[config.mk]
export PLATFORM = sky130hd
export DESIGN_NAME = down_timer_flat
export DESIGN_NICKNAME = d
export VERILOG_FILES = /design/src/rtl/down_timer_pkg.sv /design/src/rtl/down_timer_if.sv /design/src/rtl/down_timer_tick_prescaler.sv /design/src/rtl/down_timer.sv /design/src/flat_wrapper.sv
export SDC_FILE = /design/constraint.sdc
export NUM_CORES = 1
export LEC_CHECK = 0
export CORE_MARGIN = 3
export CORE_UTILIZATION = 40
export CTS_BUF_LIST = sky130_fd_sc_hd__clkbuf_8
export CTS_CLUSTER_DIAMETER = 50
export DETAILED_ROUTE_END_ITERATION = 12
export PLACE_DENSITY = 0.73
export SLEW_MARGIN = 20
export SYNTH_ARGS = -nofsm -noshare
export SYNTH_HDL_FRONTEND = slang
export SYNTH_SLANG_ARGS = --single-unit
[constraint.sdc]
create_clock -name clk -period 1.6 [get_ports clk]
set_input_delay 0.32 -clock clk [delete_from_list [all_inputs] [get_ports clk]]
set_output_delay 0.32 -clock clk [all_outputs]
set_load 0.01 [all_outputs]
[src/rtl/down_timer_pkg.sv]
// rtl/down_timer_pkg.sv - shared types and helpers for the down_timer slice
package down_timer_pkg;

  typedef enum logic [1:0] {
    IDLE = 2'd0,
    RUN  = 2'd1,
    DONE = 2'd2
  } state_e;

  // Prescaler counter width; a single-cycle prescaler still gets one bit
  function automatic int presc_width(input int prescale);
    if (prescale <= 2) return 1;
    return $clog2(prescale);
  endfunction

endpackage

[src/rtl/down_timer_if.sv]
// rtl/down_timer_if.sv - control/status bundle between a controller and down_timer
interface down_timer_if #(
  parameter int WIDTH = 4
);

  logic             load;
  logic [WIDTH-1:0] load_val;
  logic             en;
  logic             auto_reload;
  logic [WIDTH-1:0] out;
  logic             busy;
  logic             done;
  logic             tc;

  modport master (
    output load, load_val, en, auto_reload,
    input  out, busy, done, tc
  );

  modport slave (
    input  load, load_val, en, auto_reload,
    output out, busy, done, tc
  );

endinterface

[src/rtl/down_timer_tick_prescaler.sv]
// rtl/down_timer_tick_prescaler.sv - divides enabled cycles into count ticks
module tick_prescaler
  import down_timer_pkg::*;
#(
  parameter int PRESCALE = 1
) (
  input  logic clk,
  input  logic rst,
  input  logic clear,
  input  logic en,
  output logic tick
);

  localparam int            PW   = presc_width(PRESCALE);
  localparam logic [PW-1:0] LAST = PW'(PRESCALE - 1);

  logic [PW-1:0] cnt;

  // Count enabled cycles 0..PRESCALE-1; with PRESCALE=1 cnt stays 0 and tick follows en
  always_ff @(posedge clk or negedge rst) begin
    if (!rst) begin
      cnt <= '0;
    end else if (clear) begin
      cnt <= '0;
    end else if (en) begin
      cnt <= (cnt == LAST) ? '0 : cnt + 1'b1;
    end
  end

  assign tick = en && (cnt == LAST);

endmodule

[src/rtl/down_timer.sv]
// rtl/down_timer.sv - loadable down-counting timer with terminal count and auto-reload
module down_timer
  import down_timer_pkg::*;
#(
  parameter int WIDTH    = 4,
  parameter int PRESCALE = 1
) (
  input logic        clk,
  input logic        rst,
  down_timer_if.slave bus
);

  localparam logic [1:0] S_IDLE = 2'(IDLE);
  localparam logic [1:0] S_RUN  = 2'(RUN);
  localparam logic [1:0] S_DONE = 2'(DONE);

  logic [1:0]       state_q, state_d;
  logic [WIDTH-1:0] out_q, out_d;
  logic [WIDTH-1:0] reload_q;
  logic             tc_q, tc_d;
  logic             busy_q, done_q;
  logic             tick;

  // Prescaler only advances while running; a load restarts the phase
  tick_prescaler #(.PRESCALE(PRESCALE)) u_presc (
    .clk   (clk),
    .rst   (rst),
    .clear (bus.load),
    .en    (bus.en && (state_q == S_RUN)),
    .tick  (tick)
  );

  // Next state, next count and terminal-count pulse; load overrides everything
  always_comb begin
    state_d = state_q;
    out_d   = out_q;
    tc_d    = 1'b0;
    if (bus.load) begin
      out_d   = bus.load_val;
      state_d = (bus.load_val != '0) ? S_RUN : S_IDLE;
    end else begin
      case (state_q)
        S_RUN: begin
          if (tick) begin
            if (out_q > WIDTH'(1)) begin
              out_d = out_q - 1'b1;
            end else begin
              tc_d = 1'b1;
              if (bus.auto_reload) begin
                out_d = reload_q;
              end else begin
                out_d   = '0;
                state_d = S_DONE;
              end
            end
          end
        end
        S_DONE:  out_d = '0;
        default: ;
      endcase
    end
  end

  // State, count, reload value and registered status flags
  always_ff @(posedge clk or negedge rst) begin
    if (!rst) begin
      state_q  <= S_IDLE;
      out_q    <= '0;
      reload_q <= '0;
      tc_q     <= 1'b0;
      busy_q   <= 1'b0;
      done_q   <= 1'b0;
    end else begin
      state_q <= state_d;
      out_q   <= out_d;
      tc_q    <= tc_d;
      busy_q  <= (state_d == S_RUN);
      done_q  <= (state_d == S_DONE);
      if (bus.load) reload_q <= bus.load_val;
    end
  end

  assign bus.out  = out_q;
  assign bus.busy = busy_q;
  assign bus.done = done_q;
  assign bus.tc   = tc_q;

endmodule

[src/flat_wrapper.sv]
// flat-port wrapper written by rule: the top's interface ports become plain ports
module down_timer_flat import down_timer_pkg::*;
#(
  parameter int WIDTH    = 4,
  parameter int PRESCALE = 1
)
  (clk, rst, bus_load, bus_load_val, bus_en, bus_auto_reload, bus_out, bus_busy, bus_done, bus_tc);
  down_timer_if #(.WIDTH(WIDTH)) bus_i ();
  input logic clk;
  input logic rst;
  input wire logic [$bits(bus_i.load)-1:0] bus_load;
  input wire logic [$bits(bus_i.load_val)-1:0] bus_load_val;
  input wire logic [$bits(bus_i.en)-1:0] bus_en;
  input wire logic [$bits(bus_i.auto_reload)-1:0] bus_auto_reload;
  output wire logic [$bits(bus_i.out)-1:0] bus_out;
  output wire logic [$bits(bus_i.busy)-1:0] bus_busy;
  output wire logic [$bits(bus_i.done)-1:0] bus_done;
  output wire logic [$bits(bus_i.tc)-1:0] bus_tc;
  assign bus_i.load = bus_load;
  assign bus_i.load_val = bus_load_val;
  assign bus_i.en = bus_en;
  assign bus_i.auto_reload = bus_auto_reload;
  assign bus_out = bus_i.out;
  assign bus_busy = bus_i.busy;
  assign bus_done = bus_i.done;
  assign bus_tc = bus_i.tc;
  down_timer #(.WIDTH(WIDTH), .PRESCALE(PRESCALE)) u_core (.clk(clk), .rst(rst), .bus(bus_i));
endmodule
======== After elaboration in Yosys (flattened, before gate mapping) ========
Cells that the tools add are included.
storage, ports and cells
  logic and storage cells ................. 40
  bits in read-only memories .............. 0
  memories kept ........................... 0
  input bits .............................. 9
  latch bits .............................. 0
  RAM bits ................................ 0
  output and inout port bits .............. 7
  register bits after elaboration ......... 14
operators by class
  $mul .................................... 0
  mux-type cells .......................... 18
  bitwise operators ....................... 1
  divide/modulo/power cells ............... 0
  add/subtract/negate cells ............... 2
  equal/unequal tests ..................... 5
  shift-type cells ........................ 0
  reduce and logical (&&, ||, !) cells .... 6
  magnitude comparators ................... 1
operators by type and width
  operator                                                       count
  2-to-1 mux 4 bit                                               4
  2-to-1 mux 2 bit                                               5
  2-to-1 mux 1 bit                                               8
  case mux 4 bit (2 select lines)                                1
  equality test 2 x 1 -> 1 bit, second input constant            2
  equality test 2 bit, second input constant                     2
  greater-than comparator 4 x 1 -> 1 bit, second input constant  1
  nonzero test 4 bit                                             1
  subtractor 4 x 1 -> 4 bit, second input constant               1
  != test 3 x 2 -> 1 bit, second input constant                  1
  nonzero test 3 bit                                             1
  logical AND 1 bit                                              2
  AND reduction 2 bit                                            1
  nonzero test 2 bit                                             1
  adder 1 bit, second input constant                             1
  inverter 1 bit                                                 1

======== Longest topological paths before layout ========
Gate-level depths: netlist (run 1).
  depth after elaboration ................. 7
  mapped depth ............................ 6
  gate-level depth less buffers ........... 6

======== Modules after synthesis ========
From an unflattened synthesis (run 1), not the netlist that was laid out.
unflattened totals
  cells, all modules ...................... 78
  area, all modules ....................... 782.0 µm²
modules (own cells, without submodules)
  module          sequential area each (µm²)  times used  cells an instance  area each (µm²)
  down_timer      325.3                       1           77                 774.5
  tick_prescaler  0.0                         1           1                  7.5

======== Worst setup path after synthesis (run 1) ========
Ideal clock, no wire load.
  kind .................................... reg2reg
  start point ............................. reg u_core.out_q[0] (netlist: u_core.bus.out[0])
  end point ............................... reg u_core.out_q[1] (netlist: u_core.bus.out[1])
  data required time ...................... 1.524 ns
  buffers on the path ..................... 0
  period minus slack after synthesis ...... 1.504 ns
  arrival time ............................ 1.428 ns
  setup slack ............................. 0.096 ns
  library setup time ...................... 0.076 ns
  stages on the path, launching flop included .. 6
  cells stage by stage .................... dfrtp_1 inv_1 ha_1 o21ai_2 mux2_2 o21ai_1
on the way
  cells in the longest elaborated chain, start to end .. 5
  elaborated cells between the ends (all ways) .. 6
  classes of those cells .................. add/sub: 1; order compare: 1; mux: 4
RTL lines
  item                                                                                        line                                source
  from (decl)                                                                                 down_timer.sv:18                    logic [WIDTH-1:0] out_q, out_d;
  from (signal assigned)                                                                      down_timer.sv:75                    out_q <= out_d;
  subtractor 4 x 1 -> 4 bit / greater-than comparator 4 x 1 -> 1 bit (equally long branches)  down_timer.sv:46, down_timer.sv:45
  2-to-1 mux 4 bit (*)                                                                        down_timer.sv:45                    if (out_q > WIDTH'(1)) begin
  2-to-1 mux 4 bit (*)                                                                        down_timer.sv:44                    if (tick) begin
  case mux 4 bit (2 select lines) (*)                                                         down_timer.sv:42                    case (state_q)
  2-to-1 mux 4 bit (*)                                                                        down_timer.sv:38                    if (bus.load) begin
Every way passes the cells marked *; elsewhere a longest branch is shown, timed or not. The select of a mux whose other input is x is not followed.
A chain may end at the register's enable or synchronous reset.

======== Worst setup path in the final report (run 1) ========
  start point ............................. reg u_core.out_q[3] (netlist: u_core.bus.out[3])
  end point ............................... out bus_out[3]
RTL lines
  item       line                source
  to (decl)  flat_wrapper.sv:15  output wire logic [$bits(bus_i.out)-1:0] bus_out;
No word-level cell between the ends.

==> results of run 1 <==
[timing repair]
item / 4_1_cts / 5_1_grt
setup endpoints to repair: 1 / 4
setup buffers: 1 / 1
resized for setup: 1 / 3
endpoints found under the hold margin: 0 / 0
pin swaps: 0 / 2
[Yosys cell counts (2+ instances only)]
| master | instances |
|---|---|
| mux2_2 | 3 |
| nand2_1 | 2 |
| a21oi_2 | 2 |
| a21oi_1 | 3 |
| inv_1 | 5 |
| o21ai_1 | 4 |
| mux2_1 | 3 |
| nand2b_1 | 2 |
| nor3_1 | 3 |
| a22oi_1 | 3 |
| ha_1 | 2 |
| dfrtp_1 | 13 |
| o41ai_1 | 3 |
[state kept, by name (all words and copies together), names as in the netlist]
name,cells
u_core.bus.done,1
u_core.bus.tc,1
u_core.bus.busy,1
u_core.state_q,2
u_core.reload_q,4
u_core.bus.out,4
[how the worst max path moves through the flow]
stage	start	to	slack, ps	cells after the start
after floorplan	u_core.bus.out[0]$_DFFE_PN0P_	u_core.bus.out[1]$_DFFE_PN0P_	100	5
after global placement	bus_auto_reload	u_core.bus.out[2]$_DFFE_PN0P_	8	4
after detailed placement	bus_auto_reload	u_core.bus.out[2]$_DFFE_PN0P_	-30	4
after CTS	u_core.bus.out[3]$_DFFE_PN0P_	bus_out[3]	30	1
after global routing	u_core.bus.out[0]$_DFFE_PN0P_	u_core.bus.out[3]$_DFFE_PN0P_	-30	7
final	u_core.bus.out[3]$_DFFE_PN0P_	bus_out[3]	40	1
[kinds of logic (layout without fill, tap and decap cells)]
group,Yosys count,in the layout
adders and majority gates,2,2
DFF,13,13
muxes,6,6
buffers and inverters,6,35
and+or+nand+nor,14,14
AOI/OAI and AO/OA,20,20
[final cells by class]
type	instances	area (um^2)
Clock buffer	3	41.3
Multi-Input combinational cell	42	342
Clock inverter	1	5.00
Sequential cell	13	325
Tap cell	16	20.0
Timing Repair Buffer	26	234
Fill cell	128	573
Inverter	5	18.8
[metal layers]
metal,GRT usage,vias up,routed length [um],part of all wire
met4,0.0331,0,19,0.011
met3,0.0345,4,62,0.037
met2,0.299,25,865,0.51
li1,-,283,-,-
met1,0.230,277,734,0.44
met5,0,-,0,0
[stage by stage]
step                TNS, ps   util  cell area (um^2)
finish                    0  0.632               986
floorplan                 0      -               681
global placement          0  0.586               913
global route          -27.0  0.632               986
CTS                       0  0.620               966
detailed placement    -37.8  0.586               913
[power by group through the flow]
stage / registers, uW / clock network, uW / logic, uW
final: 386 / 292 / 267
after CTS: 386 / 296 / 254
after floorplan: 399 / 0 / 114
after global routing: 390 / 316 / 291
after detailed placement: 392 / 0 / 248
after global placement: 390 / 0 / 240
[cells in the final DEF (no fill, tap or decap), types with 2 or more instances in the layout]
master / instances
buf_4: 11
mux2_1: 3
inv_1: 5
a21oi_2: 2
dfrtp_1: 13
nor3_1: 3
a22oi_1: 3
a21oi_1: 3
o41ai_1: 3
o21ai_1: 4
nand2_1: 2
mux2_2: 3
clkdlybuf4s50_1: 13
nand2b_1: 2
clkbuf_8: 3
==> reports/metrics.cfg, run 1 <==
[status]
outcome=completed

[detailed_routing]
via_count=589
drc=0
drtAntennaViolNets=0
dr.pass1.iters=4
via_per_inst=5.56
wl_um=1680
drt_iter0_markers=19
wire_per_inst_um=15.9

[sta]
fmax_mhz=642
min_period_ps=1560
final_hold_viol_count=0
worstMarginPinSlew_ps=334
finalMaxSlewViolations=0
holdWs_ps=382
final.period_utilization=0.974
maxSlewHeadroom=0.775
setup_viol=0
layout_setup_ws_ps=41.3
clock_skew_ps=2.16

[pwr]
comb_power_share=0.282
p_leak_uw=0.000438
total_power_uw=945
seq_power_share=0.408
switching_share=0.287
intPower_uw=674
clkPwrFrac=0.309
power_density_nw_per_um2=958
p_sw_uw=271
irDropWorstVdd_mv=0.525

[logic_synthesis]
ys.flop_type=dfrtp_1
synth_compound_area_frac=0.204
postSynthCellCount=61
avgSynthCellArea_um2=11.2
synth_top_area_share=0.478
synth.yosys.seq_area_share=0.478
synth_top_family_by_area=compound AO/OA/AOI/OAI gates
synth_edf_count=0
synth_largest_area_cell=dfrtp_1
synth_nets=72
syn_area_um2=681
synth_xor_xnor_area_share=0
synthAdderAreaFrac=0.0368
yosys_warnings=0
ys_seq_elements=13
synth_area_leaders=dfrtp_1 (48%), mux2_1 (5.0%), mux2_2 (5.0%)
yosys.area_share.simple=0.147
synth.mux.area_fraction=0.0993
ys_types=26
synthArstFlopShare=1.00

[critical_path]
r2r_slack_ps=60
cp-end-kind=output pin
reg2reg_to=u_core.bus.out[3]$_DFFE_PN0P_
worstSetupPathType=reg2out
crit_family=buffers and inverters
required_ps=1280
crit_path_start_kind=register
cp_max_fo=5
cp.arrival_ps=1240
crit_path_cell_trace=clkdlybuf4s50_1
rr_startpoint=u_core.bus.out[0]$_DFFE_PN0P_
ff2ff_path_depth=7
worst-path-buf-inv=1
cp_slowest_cell=clkdlybuf4s50_1
slowest_delay_ps=570

[cts]
insertion_delay_ps=240
clk_pin_slew_worst_paths_ps=60
cts_max_path_buffers=2
cts_root_buf=clkbuf_8
tritoncts=built
cts_inserted_buffers=3
htreeDepth=1
hold_buffers=0
clock-sinks=13

[floorplanning]
start_util=0.437
rows=14
fp.dieW_um=47.3
coreArea_um2=1560
die_area_um2=2230
die_h_um=47.3
ios=16

[global_routing]
grt-ovfl-total=0
grt_pass1_vias=602
grt_pass1_wl_um=2730
antenna_found_initial=0
grt_max_degree=14
grt.total_usage=0.175

[layout]
drive_above_1_share=0.278
antenna_cells=0
final_nets=102
layout.cells.non_filler=106
area_growth_pct=44.9

[placement]
globalplace.congestion=0.807
dp_hpwl_um=1230
io_buffer_count=15
dp_cells=100
place_ws_ps=-29.2

[min_path]
hold_class=in2async

[job]
cap_viol_max_count=0

Note: power is estimated with default switching activity, not from simulation.
==> run 2, diff against run 1 <==
--- a/config.mk
+++ b/config.mk
@@ -11,6 +11,7 @@
 export CTS_CLUSTER_DIAMETER = 50
 export DETAILED_ROUTE_END_ITERATION = 12
 export PLACE_DENSITY = 0.73
+export SKIP_CTS_REPAIR_TIMING = 1
 export SLEW_MARGIN = 20
 export SYNTH_ARGS = -nofsm -noshare
 export SYNTH_HDL_FRONTEND = slang
==> run 2 against run 1 <==
Register-to-register slack got worse by 30 ps. Sequential power barely moved. Non-clock buffer count decreased by 1. Largest power group unchanged. Clock-buffer cell count unchanged. First-iteration DRC count shrank 11%. Fmax decreased by 0.73%. Hold slack about the same. Combinational power is essentially flat. Critical endpoint is now u_core.bus.out[3]$_DFFE_PN0P_. Global-route usage down 0.23 points.
==> reports/metrics.cfg, run 2 (synthesis results as in run 1) <==
[pwr]
switching_share=0.291  ; +0.00469
intPower_uw=673  ; -0.19%
p_sw_uw=276  ; +2.1%
power_density_nw_per_um2=967  ; +0.86%
clkPwrFrac=0.314  ; +0.005
p_leak_uw=0.000441  ; +0.79%
total_power_uw=949  ; +0.48%
irDropWorstVdd_mv=0.529  ; +0.64%
seq_power_share=0.408  ; about the same
comb_power_share=0.278  ; -0.004

[placement]
place_ws_ps=-29.2  ; unchanged
io_buffer_count=15  ; unchanged
globalplace.congestion=0.807  ; unchanged
dp_hpwl_um=1230  ; unchanged

[floorplanning]
ios=16  ; unchanged
die_h_um=47.3  ; unchanged
die_area_um2=2230  ; unchanged
coreArea_um2=1560  ; unchanged
fp.dieW_um=47.3  ; unchanged
rows=14  ; unchanged
start_util=0.437  ; unchanged

[sta]
min_period_ps=1570  ; +11.4 ps
maxSlewHeadroom=0.775  ; about the same
rsz0062_at_grt=true
layout_setup_ws_ps=29.9  ; -11.4 ps
final_hold_viol_count=0  ; unchanged
fmax_mhz=637  ; -0.73%
final.period_utilization=0.981  ; +0.00715
setup_viol=0  ; unchanged
finalMaxSlewViolations=0  ; unchanged
clock_skew_ps=1.42  ; -0.745 ps
worstMarginPinSlew_ps=333  ; -0.147 ps

[detailed_routing]
via_count=589  ; unchanged
dr.pass1.iters=4  ; unchanged
drtAntennaViolNets=0  ; unchanged
wl_um=1690  ; +0.77%
drc=0  ; unchanged
drt_iter0_markers=17  ; -2
wire_per_inst_um=16.1  ; +1.7%
via_per_inst=5.61  ; +0.95%

[critical_path]
cp.arrival_ps=1740  ; +500 ps
r2r_slack_ps=30  ; -30 ps
endpoint=u_core.bus.out[3]$_DFFE_PN0P_
ff2ff_path_depth=6  ; -1
crit_path_start_kind=register
cp-end-kind=register
worstSetupPathType=reg2reg
rr_startpoint=u_core.bus.out[0]$_DFFE_PN0P_
reg2reg_to=u_core.bus.out[3]$_DFFE_PN0P_
setup.worst_path.start=u_core.bus.out[0]$_DFFE_PN0P_
required_ps=1770  ; +490 ps
cp_max_fo=5  ; unchanged

[global_routing]
antenna_found_initial=0  ; unchanged
grt-ovfl-total=0  ; unchanged
grt_pass1_vias=598  ; -0.66%
grt.total_usage=0.173  ; -0.00234
grt_pass1_wl_um=2700  ; -1.0%
grt_max_degree=14  ; unchanged

[layout]
final_nets=101  ; -0.98%
post-route-util=0.630  ; -0.00241
area_growth_pct=44.3
antenna_cells=0  ; unchanged
layout_common_cells=clkdlybuf4s50_1 (13), dfrtp_1 (13), buf_4 (10), inv_1 (5), o21ai_1 (4)
drive_above_1_share=0.270  ; -0.00811

[status]
outcome=completed

[cts]
cts_inserted_buffers=3  ; unchanged
clk_pin_slew_worst_paths_ps=60  ; about the same
insertion_delay_ps=240  ; about the same
clock-sinks=13  ; unchanged
cts_root_buf=clkbuf_8
htreeDepth=1  ; unchanged
tritoncts=built
cts_max_path_buffers=2  ; unchanged

[job]
cap_viol_max_count=0  ; unchanged

[min_path]
hold_class=in2async

-- run 2: worst min-delay path by stage --
stage                                    from  slack [ps]                        endpoint  cells past startpoint
6_report                                  rst         380  u_core.reload_q[1]$_DFFE_PN0P_                      2
5_1_grt                                   rst         410   u_core.bus.out[3]$_DFFE_PN0P_                      2
3_5_place_dp   u_core.reload_q[1]$_DFFE_PN0P_         480  u_core.reload_q[1]$_DFFE_PN0P_                      1
4_1_cts                                   rst         390  u_core.reload_q[2]$_DFFE_PN0P_                      2
2_1_floorplan                             rst          20       u_core.bus.busy$_DFF_PN0_                      0
3_3_place_gp   u_core.reload_q[1]$_DFFE_PN0P_         470  u_core.reload_q[1]$_DFFE_PN0P_                      1
-- run 2: per-layer routing --
layer	up-vias	global-route usage	wire (um)
met5	-	0	0
met4	0	0.0331	11
met3	2	0.0345	42
met1	285	0.227	782
li1	286	-	-
met2	16	0.294	857
-- run 2: layout make-up --
cell class	instances	area [um^2]
Fill cell	129	577
Multi-Input combinational cell	42	342
Sequential cell	13	325
Timing Repair Buffer	25	230
Clock buffer	3	41.3
Tap cell	16	20.0
Inverter	5	18.8
Clock inverter	1	5.00
-- run 2: power by group through the flow --
stage	clock network, uW	logic [uW]	registers (uW)
floorplan	0	114	399
global placement	0	240	390
detailed placement	0	248	392
CTS	296	251	387
global route	316	289	392
finish	299	264	387
-- run 2: through the flow --
stage               cells  TNS (ps)  area (um^2)  hold slack (ps)
floorplan              61         0          681             24.4
global placement      100         0          913              474
detailed placement    100     -37.8          913              476
CTS                   104     -60.1          960              386
global route          105     -77.1          982              410
finish                105         0          982              382
-- run 2: critical path: stages (launching register included) --
cell and delay [ps]:
dfrtp_1 440, inv_1 80, ha_2 190, buf_4 150
o41ai_1 320, a21oi_1 150, o21ai_1 160
